<file path="src/rtl/nios_base_sysid_rd_timer.sv">
// Loadable 3-bit down-counter timing the read-latency wait; expired is high
// once the count has reached zero.
module nios_base_sysid_rd_timer (
  input  logic       clock,
  input  logic       reset_n,
  input  logic       load,
  input  logic [2:0] load_val,
  output logic       expired
);

  logic [2:0] count;

  always_ff @(posedge clock or negedge reset_n) begin
    if (!reset_n) begin
      count <= '0;
    end else if (load) begin
      count <= load_val;
    end else if (count != 3'd0) begin
      count <= count - 3'd1;
    end
  end

  assign expired = (count == 3'd0);

endmodule

</file>
<file path="config.mk">
export PLATFORM = sky130hd
export DESIGN_NAME = nios_base_sysid_rd_timer
export DESIGN_NICKNAME = d
export VERILOG_FILES = /design/src/rtl/nios_base_sysid_rd_timer.sv
export SDC_FILE = /design/constraint.sdc
export NUM_CORES = 1
export LEC_CHECK = 0
export CAP_MARGIN = 20
export CORE_AREA = 5 5 42 44
export CTS_CLUSTER_SIZE = 10
export DETAILED_ROUTE_END_ITERATION = 10
export DIE_AREA = 0 0 47 49
export REMOVE_ABC_BUFFERS = 1
export SLEW_MARGIN = 20
export SYNTH_ARGS = -nofsm -noshare
export SYNTH_HDL_FRONTEND = slang
export SYNTH_SLANG_ARGS = --single-unit
export TNS_END_PERCENT = 10
</file>
<file path="constraint.sdc">
create_clock -name clock -period 2.1 [get_ports clock]
set_clock_uncertainty 0.15 [all_clocks]
set_input_delay 0.21 -clock clock [delete_from_list [all_inputs] [get_ports clock]]
set_output_delay 0.21 -clock clock [all_outputs]
set_load 0.02 [all_outputs]
</file>
# Yosys cells after proc, flatten, opt, wreduce, memory -nomap -nowiden
# Index checks and enable logic that the tools add are counted.
classes:
  n_addsub: 1
  mux: 2
  n_reduce_logical: 3
op_table:
  columns: ["cell", "count"]
  rows:
  - ["two-way mux 3 bit", 2]
  - ["zero test 3 bit", 1]
  - ["nonzero test 3 bit", 1]
  - ["subtractor 3 x 1 -> 3 bit, second input constant", 1]
  - ["nonzero test 2 bit", 1]
word_totals:
  reg_bits: 3
  word_cells: 7
  out_inout_bits: 1
  inputBits: 6

# Logic depth before layout (Yosys ltp)
# Gate-level depths: netlist of run 1.
logic_depth:
  depth_word: 3
  depth_mapped: 4
  depth_no_buf: 4

# Least setup slack after synthesis of run 1
# No wires, ideal clock.
synth_timing:
  path_kind: "register to register"
  from: "register count[0]"
  to: "register count[2]"
  required_time_ns: 1.868
  arrival_ns: 1.100
  setup_slack_ns: 0.768
  path_stages_with_launch: 5
  period_less_slack_ns: 1.332
  setup_ns: 0.082
  cell_sequence: "dfrtp_1 > inv_1 > ha_1 > or3b_1 > a31oi_1"
synth_via:
  elab_chain_len: 3
  word_cells_on_any_way: 5
  cone_classes: "add/sub (1); mux (2); reduce/logical (2)"
synth_lines:
  columns: ["item", "line_no", "rtl"]
  rows:
  - ["start: declaration", "11", "logic [2:0] count;"]
  - ["start signal: assignment", "17", "count <= load_val;"]
  - ["start signal: assignment", "19", "count <= count - 3'd1;"]
  - ["subtractor 3 x 1 -> 3 bit", "19", null]
  - ["two-way mux 3 bit", "18", "end else if (count != 3'd0) begin"]
  - ["two-way mux 3 bit", "16", "end else if (load) begin"]
# Several ways; a longest one is shown, not always the timed one. The select of a mux whose other input is x is not followed.
# A chain may end at the register's enable or synchronous reset.

# Worst setup path in the final report of run 1
layout_timing:
  from: "register count[0]"
  to: "output expired"
layout_via:
  elab_chain_len: 1
layout_lines:
  columns: ["item", "line_no", "rtl"]
  rows:
  - ["zero test 3 bit", "23", "assign expired = (count == 3'd0);"]
  - ["end: declaration", "8", "output logic expired"]
# Every way passes these cells.

==> results of run 1 <==
worst max-delay path by stage:
| stage | cells after the start | start | end |
|---|---|---|---|
| after floorplan | 4 | count[0] | count[2] |
| after global placement | 5 | count[0] | expired |
| after detailed placement | 5 | count[0] | expired |
| after CTS | 5 | count[0] | expired |
| after global routing | 5 | count[0] | expired |
| final | 5 | count[0] | expired |
cell usage in the layout, fill, tap and decap left out, drive strengths merged:
master | synthesis | layout
inv | 5 | 5
clkdlybuf4s50 | 0 | 5
clkbuf | 0 | 4
nor2b | 3 | 3
dfrtp | 3 | 3
nand2b | 2 | 2
nor4b | 2 | 2
ha | 2 | 2
a311oi | 1 | 1
a221oi | 1 | 1
or3b | 1 | 1
a31oi | 1 | 1
dlygate4sd3 | 0 | 1
dlymetal6s2s | 0 | 1
cell families (layout without fill, tap and decap cells):
kind of cell | count (synthesis) | in the layout
simple gates | 8 | 8
buf+inv | 5 | 16
compound gates | 3 | 3
flops | 3 | 3
fa+ha+maj | 2 | 2
repair_timing:
action,in CTS,in global routing
resized for setup,0,1
endpoints found under the setup margin,0,1
hold buffers,1,0
endpoints found under the hold margin,1,0
power by group:
group | internal, mW | total (mW) | switching (mW) | leakage (nW)
sequential | 0.0676 | 0.0752 | 0.00763 | 0.0340
clock | 0.0713 | 0.103 | 0.0317 | 0.0150
combinational | 0.0300 | 0.0527 | 0.0227 | 0.111
layer usage:
| metal | part of all wire, % | global-route usage [%] | vias up | routed length, µm |
|---|---|---|---|---|
| li1 | - | - | 95 | - |
| met1 | 46 | 6.37 | 70 | 198 |
| met2 | 38 | 4.98 | 8 | 162 |
| met3 | 15 | 5.17 | 0 | 66 |
| met4 | 0 | 2.76 | 0 | 0 |
| met5 | 0 | 0 | - | 0 |
final cells by class:
cell class                 count  area [µm²]  share of cell area (%)
clock buffer                   4        26.3                    8.24
sequential                     3        75.1                    23.5
inverter                       5        18.8                    5.88
tap                           16        20.0                    6.27
timing repair buffer           7        72.6                    22.7
multi-input combinational     13         106                    33.3
per-stage QoR:
stage	power [mW]	cells	worst slack, ns
after detailed placement	0.128	43	0.326
after floorplan	0.106	21	0.768
after CTS	0.238	48	0.0584
final	0.231	48	0.463
after global placement	0.128	43	0.345
after global routing	0.258	48	0.340
synthesized netlist by cell type (all sizes together):
master	n
a31oi	1
nor4b	2
or3b	1
a221oi	1
dfrtp	3
ha	2
inv	5
nor2b	3
nand2b	2
a311oi	1
worst register-to-register path, delay by kind of cell, from the launching register on:
kind / cells / cell delay, ns
AOI/OAI and AO/OA: 1 / 0.18
adders and majority gates: 1 / 0.22
buffers and inverters: 1 / 0.07
DFF: 1 / 0.35
and+or+nand+nor: 1 / 0.37
==> load_flow_metrics.sql, run 1 <==
INSERT INTO impl_metrics (metric_group, metric, value, unit) VALUES
('power_and_ir_drop', 'powerDensity', '724', 'mW/mm²'),
('yosys', 'post-synth-top-area-cell', 'sky130_fd_sc_hd__dfrtp_1', ''),
('worst_setup_path', 'critical_path_peak_fanout', '4', ''),
('power_and_ir_drop', 'worst_ir_drop_vdd', '268', 'µV'),
('yosys', 'post_synth_and_or_nand_nor_area_fraction', '28.7', '%'),
('drt', 'post-route-drc-count', '0', ''),
('outcome', 'status', 'finished, final reports clean', ''),
('yosys', 'synth.area.mux_share', '0', '%'),
('yosys', 'area_fraction_in_compound_gates_after_synthesis', '11.9', '%'),
('clock_network', 'cts.repair_timing.setup_buffer_count', '0', ''),
('yosys', 'largest_family_of_logic_cells_by_synthesized_area', 'simple AND/OR/NAND/NOR gates', ''),
('yosys', 'post_synth_instance_area', '200', 'µm²'),
('worst_setup_path', 'worst-path-buf-inv', '3', ''),
('clock_network', 'tritoncts', 'built', ''),
('timing', 'rsz0062_at_grt', 'false', ''),
('global_routing', 'grt_pass1_wl', '738', 'µm'),
('die', 'design.die.area', '0.00230', 'mm²'),
('clock_network', 'numCtsBuffers', '3', ''),
('worst_setup_path', 'crit_type', 'reg2out', ''),
('global_routing', 'grt_start_max_net_pins', '8', ''),
('global_routing', 'initial_antenna_violation_count', '0', ''),
('worst_setup_path', 'r2r_slack', '0.68', 'ns'),
('drt', 'drtIter0Drc', '8', ''),
('worst_setup_path', 'cp-end-kind', 'output pin', ''),
('timing', 'final-max-slew-violation-count', '0', ''),
('clock_network', 'clock-sinks', '3', ''),
('placed_design', 'port_buffers', '6', ''),
('cells_and_area', 'nNetsFinal', '41', ''),
('worst_setup_path', 'critical_path_required', '1.74', 'ns'),
('run', 'maxCapViolCount', '0', ''),
('worst_setup_path', 'cpMaxStageDelayCell', 'sky130_fd_sc_hd__dfrtp_1', ''),
('worst_setup_path', 'r2r_depth', '4', ''),
('timing', 'post-route-period-util', '78.0', '%'),
('worst_setup_path', 'critical-path-top-delay-family', 'flip-flops', ''),
('worst_setup_path', 'crit_path_max_cell_delay', '0.38', 'ns'),
('worst_setup_path', 'cp.arrival', '1.28', 'ns'),
('die', 'floorplan.initialDensity', '14.3', '%'),
('placed_design', 'place_congestion', '0.616', ''),
('drt', 'via_count', '173', ''),
('placed_design', 'post-dp-hpwl', '328', 'µm'),
('timing', 'final_hold_viol_count', '0', ''),
('drt', 'antenna_left', '0', ''),
('yosys', 'synth-seq-area-share', '37.5', '%'),
('yosys', 'synth_cell_type_count', '10', ''),
('timing', 'timing.slew.headroom', '80.8', '%'),
('worst_setup_path', 'worst_setup_path_start_kind', 'flop', ''),
('cells_and_area', 'post_route_cells_drive_above_1_share', '9.38', '%'),
('die', 'placement_rows', '14', ''),
('power_and_ir_drop', 'leakage_power_total', '0.160', 'nW'),
('yosys', 'synthCells', '21', ''),
('timing', 'fmax', '0.611', 'GHz'),
('timing', 'worstMarginPinSlew', '0.284', 'ns'),
('global_routing', 'grt_pass1_vias', '179', ''),
('cells_and_area', 'most_flop_heavy_register', 'count', ''),
('worst_setup_path', 'crit-reg2reg-launch', 'count[0]', ''),
('timing', 'whs', '0.391', 'ns'),
('timing', 'final.min_clock_period', '1.64', 'ns'),
('placed_design', 'placed_area', '280', 'µm²'),
('global_routing', 'grt_overflow_total', '0', ''),
('worst_setup_path', 'worst_path_cell_trace', 'inv_1 > ha_1 > nand2b_1 > inv_1 > dlymetal6s2s_1', ''),
('yosys', 'synth-adder-area-share', '12.5', '%'),
('yosys', 'postSynthAreaPerCell', '9.53', 'µm²'),
('yosys', 'synthesis.yosys.warnings', '0', ''),
('drt', 'detailed_routing_iteration_count_for_the_pre_antenna_repair_pass', '3', ''),
('yosys', 'synth_top_area_share', '37.5', '%'),
('die', 'floorplan.die.height', '49', 'µm'),
('yosys', 'yosys-top-cells-area', 'sky130_fd_sc_hd__dfrtp_1 38%, sky130_fd_sc_hd__ha_1 13%, sky130_fd_sc_hd__inv_1 9.4%, sky130_fd_sc_hd__nor2b_1 9.4%, sky130_fd_sc_hd__nor4b_1 8.8%', ''),
('timing', 'setup-tns-final', '0', 'ns'),
('clock_network', 'cts.htree.levels', '1', ''),
('clock_network', 'cts.path.max_buffers', '2', ''),
('timing', 'final_report_setup_violation_count', '0', '');
(Power assumes the default switching activity.)
==> run 2, diff against run 1 <==
==> constraint.sdc (replaced) <==
create_clock -name clock -period 1.6 [get_ports clock]
set_clock_uncertainty 0.15 [all_clocks]
set_input_delay 0.16 -clock clock [delete_from_list [all_inputs] [get_ports clock]]
set_output_delay 0.16 -clock clock [all_outputs]
set_load 0.02 [all_outputs]
==> run 2 against run 1 <==
Effect of this change:
- clock power up 24%
- first-iteration DRC count down 75%
- non-clock buffer count rose by 6
- global-route usage is 0.14 points higher
- combinational power is 100% higher
- setup slack worse by 0.34 ns
- wire length up 7.0%
- utilization grew 2.9 points
- sequential share of layout area shrank 2.6 points
- final cell count up 13%
- critical endpoint unchanged
- largest cell class is now buffers
- largest power group unchanged
==> load_flow_metrics.sql, run 2 (synthesis results as in run 1) <==
INSERT INTO impl_metrics (metric_group, metric, value, unit) VALUES
('cells_and_area', 'final_common_cell', 'sky130_fd_sc_hd__buf_4', ''),
('placed_design', 'port_buffers', '6', ''),
('drt', 'viasPerCell', '3.89', ''),
('power_and_ir_drop', 'powerDensity', '918', 'mW/mm²'),
('cells_and_area', 'post_route_cells_drive_above_1_share', '28.9', '%'),
('worst_setup_path', 'r2r_slack', '0.15', 'ns'),
('clock_network', 'clkLatencyLatePin', '0.23', 'ns'),
('timing', 'rsz0062_at_grt', 'false', ''),
('clock_network', 'cts.path.max_buffers', '2', ''),
('die', 'area_of_the_core', '0.00140', 'mm²'),
('clock_network', 'clockRootBuffer', 'sky130_fd_sc_hd__clkbuf_4', ''),
('worst_setup_path', 'critical_path_required', '1.29', 'ns'),
('die', 'design.die.area', '0.00230', 'mm²'),
('drt', 'via_count', '210', ''),
('die', 'floorplan.die.height', '49', 'µm'),
('cells_and_area', 'register_area', '75.1', 'µm²'),
('run', 'maxCapViolCount', '0', ''),
('worst_setup_path', 'crit-reg2reg-launch', 'count[0]', ''),
('worst_setup_path', 'cp.arrival', '1.17', 'ns'),
('worst_hold_path', 'min-delay-path-class', 'in2reg', ''),
('worst_setup_path', 'r2r_depth', '5', ''),
('die', 'die_w', '47', 'µm'),
('global_routing', 'grt_overflow_total', '0', ''),
('global_routing', 'grt_start_max_net_pins', '8', ''),
('cells_and_area', 'layout.cells.most_common_list', '6 x sky130_fd_sc_hd__buf_4, 5 x sky130_fd_sc_hd__inv_1, 5 x sky130_fd_sc_hd__clkdlybuf4s50_1', ''),
('drt', 'antenna_left', '0', ''),
('worst_setup_path', 'cp-endpoint', 'expired', ''),
('worst_setup_path', 'timing.critical_path.depth', '5', ''),
('clock_network', 'numCtsBuffers', '3', ''),
('cells_and_area', 'multiInputGateArea', '109', 'µm²'),
('die', 'top_level_ports', '7', ''),
('clock_network', 'tritoncts', 'built', ''),
('cells_and_area', 'reg_top3', 'count: 3 flops', ''),
('die', 'placement_rows', '14', ''),
('timing', 'fmax', '0.677', 'GHz'),
('drt', 'detail_route.wirelength.met1', '213', 'µm'),
('worst_setup_path', 'crit_type', 'reg2out', ''),
('cells_and_area', 'largest_reg_flops', '3', ''),
('power_and_ir_drop', 'worst_ir_drop_vdd', '250', 'µV'),
('worst_setup_path', 'crit_path_max_cell_delay', '0.37', 'ns'),
('worst_setup_path', 'critical-path-top-delay-family', 'flip-flops', ''),
('worst_setup_path', 'critical_path_peak_fanout', '4', ''),
('timing', 'timing.slew.headroom', '82.3', '%'),
('outcome', 'status', 'finished, final reports clean', ''),
('timing', 'final_report_setup_violation_count', '0', ''),
('cells_and_area', 'area.growth.synth_to_final', '79.4', '%'),
('drt', 'highest_layer', 'met3', ''),
('timing', 'final_hold_viol_count', '0', ''),
('placed_design', 'placed_area', '325', 'µm²'),
('timing', 'whs', '0.357', 'ns'),
('timing', 'post-route-period-util', '92.3', '%'),
('worst_setup_path', 'crit_path_frequent_cell', 'sky130_fd_sc_hd__inv_1', ''),
('drt', 'detailed_routing_iteration_count_for_the_pre_antenna_repair_pass', '3', ''),
('drt', 'wl_cell', '8.44', 'µm'),
('placed_design', 'post-dp-hpwl', '391', 'µm'),
('worst_setup_path', 'cp-end-kind', 'output pin', ''),
('timing', 'final.min_clock_period', '1.48', 'ns'),
('clock_network', 'clkTransAtPathRegs', '0.03', 'ns'),
('clock_network', 'cts.htree.levels', '1', ''),
('cells_and_area', 'post-route-cell-area', '359', 'µm²'),
('timing', 'worstMarginPinSlew', '0.262', 'ns'),
('global_routing', 'grt_pass1_wl', '841', 'µm'),
('timing', 'final-max-slew-violation-count', '0', ''),
('die', 'floorplan.initialDensity', '14.3', '%'),
('timing', 'setup-tns-final', '0', 'ns'),
('clock_network', 'clock-sinks', '3', ''),
('clock_network', 'cts.repair_timing.setup_buffer_count', '0', ''),
('drt', 'post-route-drc-count', '0', ''),
('cells_and_area', 'n_antenna_cell', '0', ''),
('cells_and_area', 'most_flop_heavy_register', 'count', ''),
('worst_setup_path', 'r2r-end', 'count[2]', ''),
('drt', 'routed_length_on_met3', '24', 'µm'),
('cells_and_area', 'fillers', '157', ''),
('global_routing', 'grt_pass1_vias', '231', ''),
('worst_setup_path', 'worst-path-buf-inv', '3', ''),
('drt', 'drtIter0Drc', '2', ''),
('worst_setup_path', 'worst_setup_path_start_kind', 'flop', ''),
('worst_setup_path', 'worst_path_cell_trace', 'inv_1 > ha_2 > nand2b_1 > inv_1 > buf_2', ''),
('global_routing', 'initial_antenna_violation_count', '0', ''),
('cells_and_area', 'nNetsFinal', '47', ''),
('power_and_ir_drop', 'leakage_power_total', '0.171', 'nW'),
('worst_setup_path', 'cpMaxStageDelayCell', 'sky130_fd_sc_hd__dfrtp_1', ''),
('placed_design', 'place_congestion', '0.643', ''),
('worst_setup_path', 'setup.worst_path.start', 'count[0]', ''),
('global_routing', 'grt.total_usage', '5.14', '%'),
('drt', 'met2_length', '218', 'µm'),
('drt', 'route.final.wire_length', '456', 'µm');
-- run 2: cell types whose count changed in the layout (fill, tap and decap cells not counted), sizes merged --
cell          previous run  this run
buf                      0         7
dlymetal6s2s             1         0
-- run 2: report_power, final --
part	switching [mW]	internal [mW]
sequential	0.00637	0.0887
combinational	0.0408	0.0657
clock	0.0348	0.0932
total	0.0820	0.248
-- run 2: what timing repair did --
item                       4_1_cts  5_1_grt
hold buffers                     1        0
hold endpoints to repair         3        0
gates resized for setup          3        2
setup endpoints to repair        1        1
-- run 2: worst reg2reg max path, cell delays in order, from the launching register on --
cell and delay, ns:
sky130_fd_sc_hd__dfrtp_1 0.37, sky130_fd_sc_hd__inv_1 0.08, sky130_fd_sc_hd__buf_4 0.10, sky130_fd_sc_hd__ha_1 0.13, sky130_fd_sc_hd__or3b_1 0.34, sky130_fd_sc_hd__a31oi_1 0.19
-- run 2: how the worst min path moves through the flow --
stage / start / cells after the start / slack [ns] / end
after floorplan: reset_n / 0 / -0.29 / count[0]
after global placement: reset_n / 1 / 0.20 / count[2]
after detailed placement: reset_n / 1 / 0.20 / count[2]
after CTS: load_val[0] / 3 / 0.36 / count[0]
after global routing: load_val[0] / 3 / 0.40 / count[0]
final: load_val[0] / 3 / 0.36 / count[0]
-- run 2: layer usage --
metal / vias up / global-route usage (%)
met2: 6 / 7.01
met1: 97 / 6.59
li1: 107 / -
met3: 0 / 2.21
met5: - / 0
met4: 0 / 2.76
-- run 2: cell type report --
cell class	instances	area share [%]
clock buffers	4	7.32
multi-input cells	13	30.3
well taps	16	5.57
repair buffers	13	30.7
inverters	5	5.23
flip-flops and latches	3	20.9
-- run 2: per-stage QoR --
| stage | total power, mW | setup slack (ns) | utilization, % | instances |
|---|---|---|---|---|
| after floorplan | 0.139 | 0.268 | - | 21 |
| after global placement | 0.201 | -0.0913 | 23.2 | 49 |
| after detailed placement | 0.203 | -0.0887 | 23.2 | 49 |
| after CTS | 0.335 | 0.00212 | 25.9 | 54 |
| after global routing | 0.359 | 0.00617 | 25.6 | 54 |
| final | 0.329 | 0.122 | 25.6 | 54 |
==> run 3, diff against run 2 <==
--- a/config.mk
+++ b/config.mk
@@ -6,10 +6,11 @@
 export NUM_CORES = 1
 export LEC_CHECK = 0
 export CAP_MARGIN = 20
-export CORE_AREA = 5 5 42 44
+export CORE_AREA = 2 2 39 41
 export CTS_CLUSTER_SIZE = 10
 export DETAILED_ROUTE_END_ITERATION = 10
-export DIE_AREA = 0 0 47 49
+export DIE_AREA = 0 0 41 43
+export GPL_TIMING_DRIVEN = 0
 export REMOVE_ABC_BUFFERS = 1
 export SLEW_MARGIN = 20
 export SYNTH_ARGS = -nofsm -noshare
==> run 3 against run 2 <==
Effect of this change:
- global-route usage increased by 1.6 points
- clock power increased by 4%
- hold slack got worse by 0.010 ns
- total power decreased by 8.5%
- sequential power increased by 3.8%
- maximum frequency decreased by 2.0%
==> load_flow_metrics.sql, run 3 (synthesis results as in run 1) <==
INSERT INTO impl_metrics (metric_group, metric, value, unit) VALUES
('global_routing', 'grt_pass1_vias', '204', ''),
('power_and_ir_drop', 'finalPower', '301', 'µW'),
('cells_and_area', 'final_cell_count_no_fill', '48', ''),
('die', 'area_of_the_core', '0.00138', 'mm²'),
('clock_network', 'numCtsBuffers', '3', ''),
('drt', 'met2_length', '157', 'µm'),
('power_and_ir_drop', 'leakage_power_total', '0.143', 'nW'),
('cells_and_area', 'post-route-cell-area', '314', 'µm²'),
('global_routing', 'grt_pass1_wl', '786', 'µm'),
('worst_hold_path', 'min-delay-path-class', 'in2reg', ''),
('drt', 'drtIter0Drc', '3', ''),
('placed_design', 'port_buffers', '6', ''),
('drt', 'via_count', '190', ''),
('cells_and_area', 'n_antenna_cell', '0', ''),
('timing', 'post-route-period-util', '94.2', '%'),
('outcome', 'status', 'finished, final reports clean', ''),
('worst_setup_path', 'cpMaxStageDelayCell', 'sky130_fd_sc_hd__dfrtp_1', ''),
('clock_network', 'cts.path.max_buffers', '2', ''),
('global_routing', 'grt_start_max_net_pins', '8', ''),
('worst_setup_path', 'worst_setup_path_start_kind', 'flop', ''),
('clock_network', 'tritoncts', 'built', ''),
('drt', 'post-route-drc-count', '0', ''),
('cells_and_area', 'fillers', '153', ''),
('cells_and_area', 'multiInputGateArea', '109', 'µm²'),
('drt', 'detailed_routing_iteration_count_for_the_pre_antenna_repair_pass', '3', ''),
('worst_setup_path', 'crit_path_max_cell_delay', '0.38', 'ns'),
('clock_network', 'clockRootBuffer', 'sky130_fd_sc_hd__clkbuf_4', ''),
('clock_network', 'clock-sinks', '3', ''),
('clock_network', 'cts.htree.levels', '1', ''),
('placed_design', 'post-dp-hpwl', '315', 'µm'),
('cells_and_area', 'register_area', '75.1', 'µm²'),
('drt', 'route.final.wire_length', '388', 'µm'),
('power_and_ir_drop', 'worst_ir_drop_vdd', '265', 'µV'),
('placed_design', 'placed_area', '280', 'µm²'),
('cells_and_area', 'reg_top3', 'count: 3 flops', ''),
('timing', 'final-max-slew-violation-count', '0', ''),
('die', 'floorplan.initialDensity', '14.5', '%'),
('cells_and_area', 'largest_reg_flops', '3', ''),
('global_routing', 'grt.total_usage', '6.74', '%'),
('timing', 'rsz0062_at_grt', 'false', ''),
('timing', 'final_report_setup_violation_count', '0', ''),
('die', 'placement_rows', '14', ''),
('cells_and_area', 'area.growth.synth_to_final', '56.9', '%'),
('clock_network', 'clkLatencyLatePin', '0.24', 'ns'),
('drt', 'routed_length_on_met3', '35', 'µm'),
('timing', 'final_critical_path_setup_slack', '0.0926', 'ns'),
('worst_setup_path', 'critical_path_peak_fanout', '4', ''),
('cells_and_area', 'layout.cells.most_common_list', '5 x sky130_fd_sc_hd__inv_1, 5 x sky130_fd_sc_hd__clkdlybuf4s50_1, 3 x sky130_fd_sc_hd__nor2b_1, 3 x sky130_fd_sc_hd__clkbuf_4, 3 x sky130_fd_sc_hd__dfrtp_1', ''),
('placed_design', 'place_worst_setup_slack', '-0.117', 'ns'),
('drt', 'wl_cell', '8.08', 'µm'),
('die', 'die_w', '41', 'µm'),
('timing', 'worstMarginPinSlew', '0.269', 'ns'),
('timing', 'fmax', '0.663', 'GHz'),
('power_and_ir_drop', 'powerDensity', '960', 'mW/mm²'),
('drt', 'viasPerCell', '3.96', ''),
('placed_design', 'place_inst', '43', ''),
('timing', 'setup-tns-final', '0', 'ns'),
('global_routing', 'initial_antenna_violation_count', '0', ''),
('die', 'top_level_ports', '7', ''),
('global_routing', 'grt_overflow_total', '0', ''),
('cells_and_area', 'nNetsFinal', '41', ''),
('clock_network', 'clkTransAtPathRegs', '0.03', 'ns'),
('die', 'design.die.area', '0.00176', 'mm²'),
('timing', 'timing.slew.headroom', '81.8', '%'),
('cells_and_area', 'most_flop_heavy_register', 'count', ''),
('worst_setup_path', 'worst_path_cell_trace', 'inv_1 > ha_2 > nand2b_1 > inv_1 > buf_2', ''),
('die', 'floorplan.die.height', '43', 'µm'),
('worst_setup_path', 'cp-end-kind', 'output pin', ''),
('timing', 'final_hold_viol_count', '0', ''),
('placed_design', 'place_congestion', '0.604', ''),
('timing', 'final.min_clock_period', '1.51', 'ns'),
('clock_network', 'cts.repair_timing.setup_buffer_count', '0', ''),
('worst_setup_path', 'crit_path_frequent_cell', 'sky130_fd_sc_hd__inv_1', ''),
('worst_setup_path', 'critical_path_required', '1.29', 'ns'),
('run', 'maxCapViolCount', '0', ''),
('drt', 'antenna_left', '0', ''),
('cells_and_area', 'post_route_cells_drive_above_1_share', '15.6', '%'),
('worst_setup_path', 'crit_type', 'reg2out', ''),
('worst_setup_path', 'cp.arrival', '1.20', 'ns'),
('drt', 'highest_layer', 'met4', ''),
('drt', 'detail_route.wirelength.met1', '185', 'µm');
[run 3: layout make-up]
cell class	instances	area share, %
Timing Repair Buffer	7	20.7
Multi-Input combinational cell	13	34.7
Clock buffer	4	8.37
Tap cell	16	6.37
Inverter	5	5.98
Sequential cell	3	23.9
[run 3: path summary, 6_finish.rpt]
check,from,end,slack (ns),depth (start not counted)
worst min-delay path,load_val[0],count[0],0.35,3
worst max register to register,count[0],count[2],0.21,4
worst min register to register,count[2],count[2],0.47,2
min in group asynchronous,reset_n,count[2],0.50,2
max in group asynchronous,reset_n,count[0],0.65,2
worst max-delay path,count[0],expired,0.09,5
[run 3: power by group]
part	internal [mW]	switching (mW)	leakage, nW
registers	0.0888	0.00982	0.0340
clock network	0.0934	0.0397	0.0150
logic	0.0390	0.0308	0.0941
[run 3: through the flow]
stage | hold WS [ns] | util, %
floorplan | -0.286 | -
global placement | 0.203 | 20.3
detailed placement | 0.205 | 20.3
CTS | 0.347 | 22.7
global route | 0.365 | 22.7
finish | 0.347 | 22.7
[run 3: timing repair]
item | in CTS | in global routing
hold buffers | 1 | 0
resized for setup | 5 | 0
pin swaps | 0 | 1
hold endpoints to repair | 3 | 0
endpoints found under the setup margin | 1 | 1
[run 3: worst max-delay path: cells and delay by family, from the launching register on]
family / cells / cell delay [ns]
DFF: 1 / 0.38
buffers and inverters: 3 / 0.30
adders and majority gates: 1 / 0.19
and+or+nand+nor: 1 / 0.09
[run 3: routing by layer]
| metal | track usage (%) | vias up |
|---|---|---|
| met4 | 4.00 | 0 |
| li1 | - | 96 |
| met2 | 9.06 | 7 |
| met5 | 0 | - |
| met1 | 8.41 | 84 |
| met3 | 3.14 | 3 |
